File: src/rtl/mem_access_unit.sv
// rtl/mem_access_unit.sv - MIPS memory-stage load/store unit on an SRAM-like req/addr_ok/data_ok bus
// Optional feature macro: MEM_UNALIGNED_EXC_EN (misaligned accesses raise adel/ades instead of being aligned down)
module mem_access_unit #(
    parameter int DATA_W = 32,
    parameter int ADDR_W = 32
) (
    input  logic                  clk,
    input  logic                  rst,
    input  logic                  req_valid,
    input  logic                  req_we,
    input  logic [1:0]            req_size,
    input  logic                  req_signed,
    input  logic [ADDR_W-1:0]     req_addr,
    input  logic [DATA_W-1:0]     req_wdata,
    input  logic                  flush,
    output logic                  busy,
    output logic                  rsp_valid,
    output logic [DATA_W-1:0]     rsp_rdata,
    output logic                  adel,
    output logic                  ades,
    output logic                  bus_req,
    output logic                  bus_wr,
    output logic [1:0]            bus_size,
    output logic [ADDR_W-1:0]     bus_addr,
    output logic [DATA_W/8-1:0]   bus_wstrb,
    output logic [DATA_W-1:0]     bus_wdata,
    input  logic                  bus_addr_ok,
    input  logic                  bus_data_ok,
    input  logic [DATA_W-1:0]     bus_rdata
);
    localparam int OFF_W  = $clog2(DATA_W / 8);
    localparam int STRB_W = DATA_W / 8;

    typedef enum logic [1:0] {IDLE, ADDR, DATA, DONE} state_t;

    state_t            state;
    state_t            next_state;
    logic              discard;
    logic              accept;
    logic              err;
    logic [1:0]        eff_size;
    logic [ADDR_W-1:0] acc_addr;
    logic [OFF_W-1:0]  off;
    logic [OFF_W-1:0]  r_off;
    logic              r_signed;
    logic [7:0]        smask;
    logic [STRB_W-1:0] strb;
    logic [DATA_W-1:0] wdata_steer;
    logic [DATA_W-1:0] rd_shift;
    logic [DATA_W-1:0] rd_mask;
    logic [DATA_W-1:0] load_ext;
    logic [6:0]        nbits;
    logic              sbit;

    function automatic logic [ADDR_W-1:0] low_mask(input logic [1:0] size);
        case (size)
            2'd0:    low_mask = '0;
            2'd1:    low_mask = ADDR_W'(1);
            2'd2:    low_mask = ADDR_W'(3);
            default: low_mask = ADDR_W'(7);
        endcase
    endfunction

    // Without the exception feature, a dword on a 32-bit bus degrades to a word
    // and the address is silently aligned down to the access size.
    always_comb begin
`ifdef MEM_UNALIGNED_EXC_EN
        eff_size = req_size;
        acc_addr = req_addr;
        err      = ((DATA_W == 32) && (req_size == 2'd3)) ||
                   ((req_addr & low_mask(req_size)) != '0);
`else
        eff_size = ((DATA_W == 32) && (req_size == 2'd3)) ? 2'd2 : req_size;
        acc_addr = req_addr & ~low_mask(eff_size);
        err      = 1'b0;
`endif
    end

    assign off = acc_addr[OFF_W-1:0];

    always_comb begin
        case (eff_size)
            2'd0:    smask = 8'h01;
            2'd1:    smask = 8'h03;
            2'd2:    smask = 8'h0F;
            default: smask = 8'hFF;
        endcase
        strb        = STRB_W'(smask) << off;
        wdata_steer = req_wdata << {off, 3'b000};
    end

    // Shift the addressed lanes down, then mask to the access width and sign-fill above it.
    always_comb begin
        rd_shift = bus_rdata >> {r_off, 3'b000};
        nbits    = 7'd8 << bus_size;
        rd_mask  = ~({DATA_W{1'b1}} << nbits);
        case (bus_size)
            2'd0:    sbit = rd_shift[7];
            2'd1:    sbit = rd_shift[15];
            2'd2:    sbit = rd_shift[31];
            default: sbit = rd_shift[DATA_W-1];
        endcase
        load_ext = (rd_shift & rd_mask) | ((r_signed & sbit) ? ~rd_mask : '0);
    end

    always_ff @(posedge clk or negedge rst) begin
        if (!rst) begin
            state   <= IDLE;
            discard <= 1'b0;
        end else begin
            state <= next_state;
            if (next_state == IDLE)
                discard <= 1'b0;
            else if (flush && (state == ADDR || state == DATA))
                discard <= 1'b1;
        end
    end

    always_comb begin
        next_state = state;
        busy       = 1'b0;
        accept     = 1'b0;
        case (state)
            IDLE: begin
                accept = req_valid & ~err;
                busy   = accept;
                if (accept)
                    next_state = ADDR;
            end
            ADDR: begin
                busy = 1'b1;
                if (bus_addr_ok)
                    next_state = DATA;
            end
            DATA: begin
                busy = 1'b1;
                if (bus_data_ok)
                    next_state = (discard || flush) ? IDLE : DONE;
            end
            DONE: next_state = IDLE;
            default: next_state = IDLE;
        endcase
    end

    assign adel = (state == IDLE) & req_valid & err & ~req_we;
    assign ades = (state == IDLE) & req_valid & err & req_we;

    always_ff @(posedge clk or negedge rst) begin
        if (!rst) begin
            bus_req   <= 1'b0;
            bus_wr    <= 1'b0;
            bus_size  <= 2'd0;
            bus_addr  <= '0;
            bus_wstrb <= '0;
            bus_wdata <= '0;
            r_off     <= '0;
            r_signed  <= 1'b0;
            rsp_valid <= 1'b0;
            rsp_rdata <= '0;
        end else begin
            bus_req   <= (next_state == ADDR);
            rsp_valid <= (next_state == DONE);
            if (accept) begin
                bus_wr    <= req_we;
                bus_size  <= eff_size;
                bus_addr  <= acc_addr;
                bus_wstrb <= req_we ? strb : '0;
                bus_wdata <= req_we ? wdata_steer : '0;
                r_off     <= off;
                r_signed  <= req_signed;
            end
            if (state == DATA && next_state == DONE)
                rsp_rdata <= bus_wr ? '0 : load_ext;
        end
    end
endmodule

File: config.mk
export PLATFORM = sky130hd
export DESIGN_NAME = mem_access_unit
export DESIGN_NICKNAME = d
export VERILOG_FILES = /design/src/rtl/mem_access_unit.sv
export SDC_FILE = /design/constraint.sdc
export NUM_CORES = 1
export LEC_CHECK = 0
export BUFFER_PORTS_ARGS = -buffer_cell sky130_fd_sc_hd__buf_2
export CORE_MARGIN = 1
export CORE_UTILIZATION = 30
export DETAILED_ROUTE_END_ITERATION = 10
export PLACE_DENSITY = 0.54
export SLEW_MARGIN = 20
export SYNTH_ARGS = -nofsm -noshare
export SYNTH_HDL_FRONTEND = slang
export SYNTH_SLANG_ARGS = --single-unit
File: constraint.sdc
create_clock -name clk -period 7.54 [get_ports clk]
set_input_delay 0.754 -clock clk [delete_from_list [all_inputs] [get_ports clk]]
set_output_delay 0.754 -clock clk [all_outputs]
set_load 0.01 [all_outputs]
### Word level (Yosys, flattened, before mapping)

Cells that the tools add are included.

* add/sub/neg operators: 0
* multiply operators: 0
* divide/modulo/power cells: 0
* order comparisons: 0
* equal/unequal tests: 9
* shift operators: 5
* muxes and demuxes: 17
* bitwise gates (word level): 7
* reductions and logical operators: 10

Operators by type and width (count)
* $mux W32: 3
* $not A32 Y32: 3
* $and A32 B32 Y32: 2
* $or A32 B32 Y32: 1
* $shl A32 B5 Y32: 1
* $shl A32 B7 Y32 const A: 1
* $shr A32 B5 Y32: 1
* $pmux W4 S3: 1
* $eq A2 B2 Y1 const B: 5
* $mux W2: 5
* $pmux W3 S3: 1
* $eq A2 B1 Y1 const B: 4
* $logic_not A2 Y1: 4
* $pmux W2 S4: 1
* $shl A4 B2 Y7 const A: 1
* $mux W4: 1
* $pmux W1 S2: 2
* $shl A4 B2 Y4: 1
* $mux W1: 3
* $logic_and A1 B1 Y1: 2
* $logic_or A1 B1 Y1: 2
* $reduce_bool A2 Y1: 1
* $reduce_or A2 Y1: 1
* $and A1 B1 Y1: 1

* register bits after elaboration: 111
* latch bits: 0
* memory bits (writable): 0
* ROM bits: 0
* input port bits: 106
* output and inout port bits: 108
* logic and storage cells: 60
* memories: 0

### Depth between registers and ports, before layout

* depth in word-level cells: 8
* depth in mapped cells: 10
* depth with buffers taken out: 7

### Worst setup path before layout

No wires, ideal clock.

* path kind: input port to flip-flop
* start point: in flush
* end point: reg rsp_rdata[10]
* library setup time: 0.128 ns
* data arrival time: 2.453 ns
* data required time: 7.412 ns
* setup slack: 4.960 ns
* cell stages on the path: 6
* buffers on the path: 2
* path through: or4b_1 > a21bo_1 > buf_6 > nor4_4 > buf_2 > mux2_1

* cells in the longest elaborated chain, start to end: 6

RTL lines
* start: declaration: RTL line 15 `input logic flush,`
* $logic_or A1 B1 Y1: RTL line 138 `next_state = (discard || flush) ? IDLE : DONE;`
* $mux W2: RTL line 138
* $mux W2: RTL line 137 `if (bus_data_ok)`
* $pmux W2 S4: RTL line 123 `case (state)`
* $eq A2 B2 Y1: RTL line 172 `if (state == DATA && next_state == DONE)`
* $logic_and A1 B1 Y1: RTL line 172
* end signal: assignment: RTL line 173 `rsp_rdata <= bus_wr ? '0 : load_ext;`
* end: declaration: RTL line 18 `output logic [DATA_W-1:0] rsp_rdata,`

No other way between the ends.
A chain may end at the register's enable or synchronous reset.

### Worst setup path after layout

* start point: reg state[1]
* end point: reg rsp_rdata[3]

* cells in the longest elaborated chain, start to end: 4
* elaborated cells between the ends (all ways): 10
* classes of those cells: 4 x eq/ne; 4 x mux; 2 x reduce/logical

RTL lines
* start: declaration: RTL line 36 `state_t state;`
* start signal: assignment: RTL line 111 `state <= next_state;`
* $eq A2 B2 Y1 (tied with other cells): RTL line 123
* $pmux W2 S4: RTL line 123
* $eq A2 B2 Y1: RTL line 172
* $logic_and A1 B1 Y1 (*): RTL line 172

Every way passes the cells marked *; elsewhere a longest branch is shown, timed or not.

==> results.yml <==
timing:
  worst_hold_slack_ns: 0.300
  tightestPinTransition_ns: 1.04
  max_slew_margin_pct: 30.3
  setup_violations: 0
  fin_crit_ns: 3.17
  fin_tns_setup_ns: 0
  slew_viol_final: 0
  rsz0062_at_grt: "no"
  finalHoldViolCount: 0
  period_share_pct: 42.0
  max_freq_mhz: 316
  skew_ns: 0.0123
outcome:
  outcome: "finished with violations"
  violations: "design-rule violations"
synthesis:
  synth_area_um2: 5560
  synth_area_leaders: "dfrtp_1 (49%), mux2_1 (7.3%), mux2_2 (3.6%), nand2_1 (3.5%), mux2i_1 (3.2%)"
  yosysMostFrequentCell: "dfrtp_1"
  async_flop_share_pct: 100
  syn_inst: 498
  ys_ff_latch: 109
  synth_top_area_share_pct: 49.0
  synth_common_cells: "dfrtp_1 (109), nand2_1 (52), mux2_1 (36)"
  synth.avg_cell_area_um2: 11.2
  synth_ff_type: "dfrtp_1"
  synth_cell_types: 53
  synth-seq-area-share_pct: 49.0
  synth-edff-count: 0
  yosysTopAreaCell: "dfrtp_1"
  ys_warn_count: 0
setup_path:
  path_depth: 6
  endpoint: "rsp_rdata[3]$_DFFE_PN0P_"
  cpMaxStageDelayCell: "nor4_4"
  worst_setup_path_start_kind: "register"
  end_kind: "register"
  r2r_start: "state[1]$_DFF_PN0_"
  critical_path_class: "register to register"
  cp.arrival_ns: 3.42
  max_stage_delay_ns: 0.86
  rrSetupSlack_ns: 4.37
  reg2reg_depth: 6
  crit_family: "simple AND/OR/NAND/NOR gates"
  r2r-end: "rsp_rdata[3]$_DFFE_PN0P_"
  worstPathCellList: "inv_1 -> ha_1 -> or4b_1 -> a21bo_1 -> nor4_4 -> mux2_2"
  cp-startpoint: "state[1]$_DFF_PN0_"
  critPathBufInv: 1
  crit_required_ns: 7.79
  critPathMaxFanout: 19
finish:
  drive_gt1_share_pct: 39.6
  finalNonFillerCells: 919
  antenna_cells: 0
  nets: 796
  post-route-cell-area_um2: 7110
  area_growth_pct: 27.7
  utilization_pct: 39.3
  fillers: 1813
clocking:
  htree_levels: 3
  clock-sinks: 109
  cts_max_path_buffers: 2
  clkTransAtPathRegs_ns: 0.08
  cts_tree: "yes"
  cts_resized: 0
  numCtsBuffers: 9
  cts-root-buf: "clkbuf_16"
  hold_buffers: 0
  cts_setup_buffers: 0
  clk_latency_ns: 0.36
place:
  placed_area_um2: 6800
  post-place-cells: 903
  port_buffers: 211
  gp_congestion: 0.851
  post-dp-hpwl_um: 12400
floorplanning:
  row_count: 49
  start_util_pct: 30.8
  die_area_um2: 19100
  die_height_um: 138
  die_w_um: 138
  core_area_um2: 18100
  pin_count: 214
drt:
  wl_per_cell_um: 18.4
  wl_um: 16900
  drt_iter0_drc: 215
  ant_nets: 0
  drc: 26
  vias_per_cell: 5.21
  firstDrtPassIters: 7
  vias: 4786
pwr:
  ir_worst_vdd_v: 0.000158
  powerDensity_nw_per_um2: 378
  leakagePower_nw: 3.53
grt:
  overflow: 0
  antenna_found_initial: 0
  grt_max_degree: 84
  grt_pass1_wl_um: 27800
  track_usage_pct: 18.2
  first_global_vias: 4985
min_path:
  min_path_type: "primary input to asynchronous set/reset pin"
job:
  drv_cap: 0
==> layer usage <==
layer  up-vias  wire, um  track usage [%]
met4         0       294             6.03
li1       2227         -                -
met1      2340      7480             24.0
met5         -         0                0
met2       201      7760             28.9
met3        18      1350             5.13
==> how the worst min path moves through the flow <==
stage | from | endpoint | slack (ns) | depth (start not counted)
2_1_floorplan | rst | bus_addr[0]$_DFFE_PN0P_ | 0.46 | 0
5_1_grt | rst | bus_addr[14]$_DFFE_PN0P_ | 0.31 | 1
3_5_place_dp | bus_wdata[20]$_DFFE_PN0P_ | bus_wdata[20]$_DFFE_PN0P_ | 0.46 | 1
6_report | rst | rsp_valid$_DFF_PN0_ | 0.30 | 1
3_3_place_gp | bus_wstrb[3]$_DFFE_PN0P_ | bus_wstrb[3]$_DFFE_PN0P_ | 0.46 | 2
4_1_cts | rst | bus_addr[14]$_DFFE_PN0P_ | 0.30 | 1
==> sequential cells by signal, indices dropped and copies added, names as in the netlist, 2 cells and up <==
| register | flops |
|---|---|
| bus_addr | 32 |
| bus_size | 2 |
| bus_wdata | 32 |
| bus_wstrb | 4 |
| rsp_rdata | 32 |
| state | 2 |
==> metrics by stage <==
step / setup slack (ns) / power, mW
final: 4.37 / 2.69
after global placement: 4.37 / 2.19
after global routing: 4.12 / 2.88
after floorplan: 4.96 / 1.72
after CTS: 4.34 / 2.72
after detailed placement: 4.29 / 2.22
==> cells in the final DEF, fill, tap and decap left out, types with 9 or more instances in the layout <==
cell | netlist | routed
nand3_1 | 17 | 17
o21a_1 | 9 | 9
nand2_1 | 52 | 51
a22o_1 | 9 | 9
a32oi_1 | 9 | 9
dfrtp_1 | 109 | 109
mux2_2 | 18 | 18
buf_4 | 2 | 9
o31ai_2 | 10 | 10
mux2i_1 | 18 | 18
a21o_1 | 10 | 10
buf_2 | 2 | 210
a211oi_1 | 14 | 14
clkbuf_16 | 0 | 9
mux2_1 | 36 | 36
o21ai_0 | 12 | 12
nand2b_1 | 11 | 11
nor2b_1 | 13 | 13
o41ai_1 | 17 | 17
==> logic make-up (layout without fill, tap and decap cells) <==
family | after synthesis | in the layout | share of synthesized area, %
muxes | 73 | 73 | 14.6
and+or+nand+nor | 121 | 121 | 11.1
adders and majority gates | 5 | 5 | 1.12
DFF | 109 | 109 | 49.0
other | 1 | 2 | 0.0674
buffers and inverters | 53 | 244 | 4.16
AOI/OAI and AO/OA | 136 | 136 | 19.9
==> area by class of cell <==
| type | count | area (um2) | share of cell area (%) |
|---|---|---|---|
| clock inverters | 7 | 73.8 | 1.04 |
| flip-flops and latches | 109 | 2730 | 38.4 |
| inverters | 8 | 30.0 | 0.423 |
| clock buffers | 9 | 225 | 3.17 |
| repair buffers | 220 | 1130 | 15.9 |
| multi-input cells | 337 | 2630 | 37.0 |
| well taps | 229 | 287 | 4.03 |
==> power breakdown <==
| part | switching (mW) | internal [mW] | total, mW |
|---|---|---|---|
| sequential | 0.178 | 0.826 | 1.00 |
| combinational | 0.693 | 0.507 | 1.20 |
| clock | 0.246 | 0.236 | 0.482 |
| total | 1.12 | 1.57 | 2.69 |
Note: power is estimated with default switching activity, not from simulation.
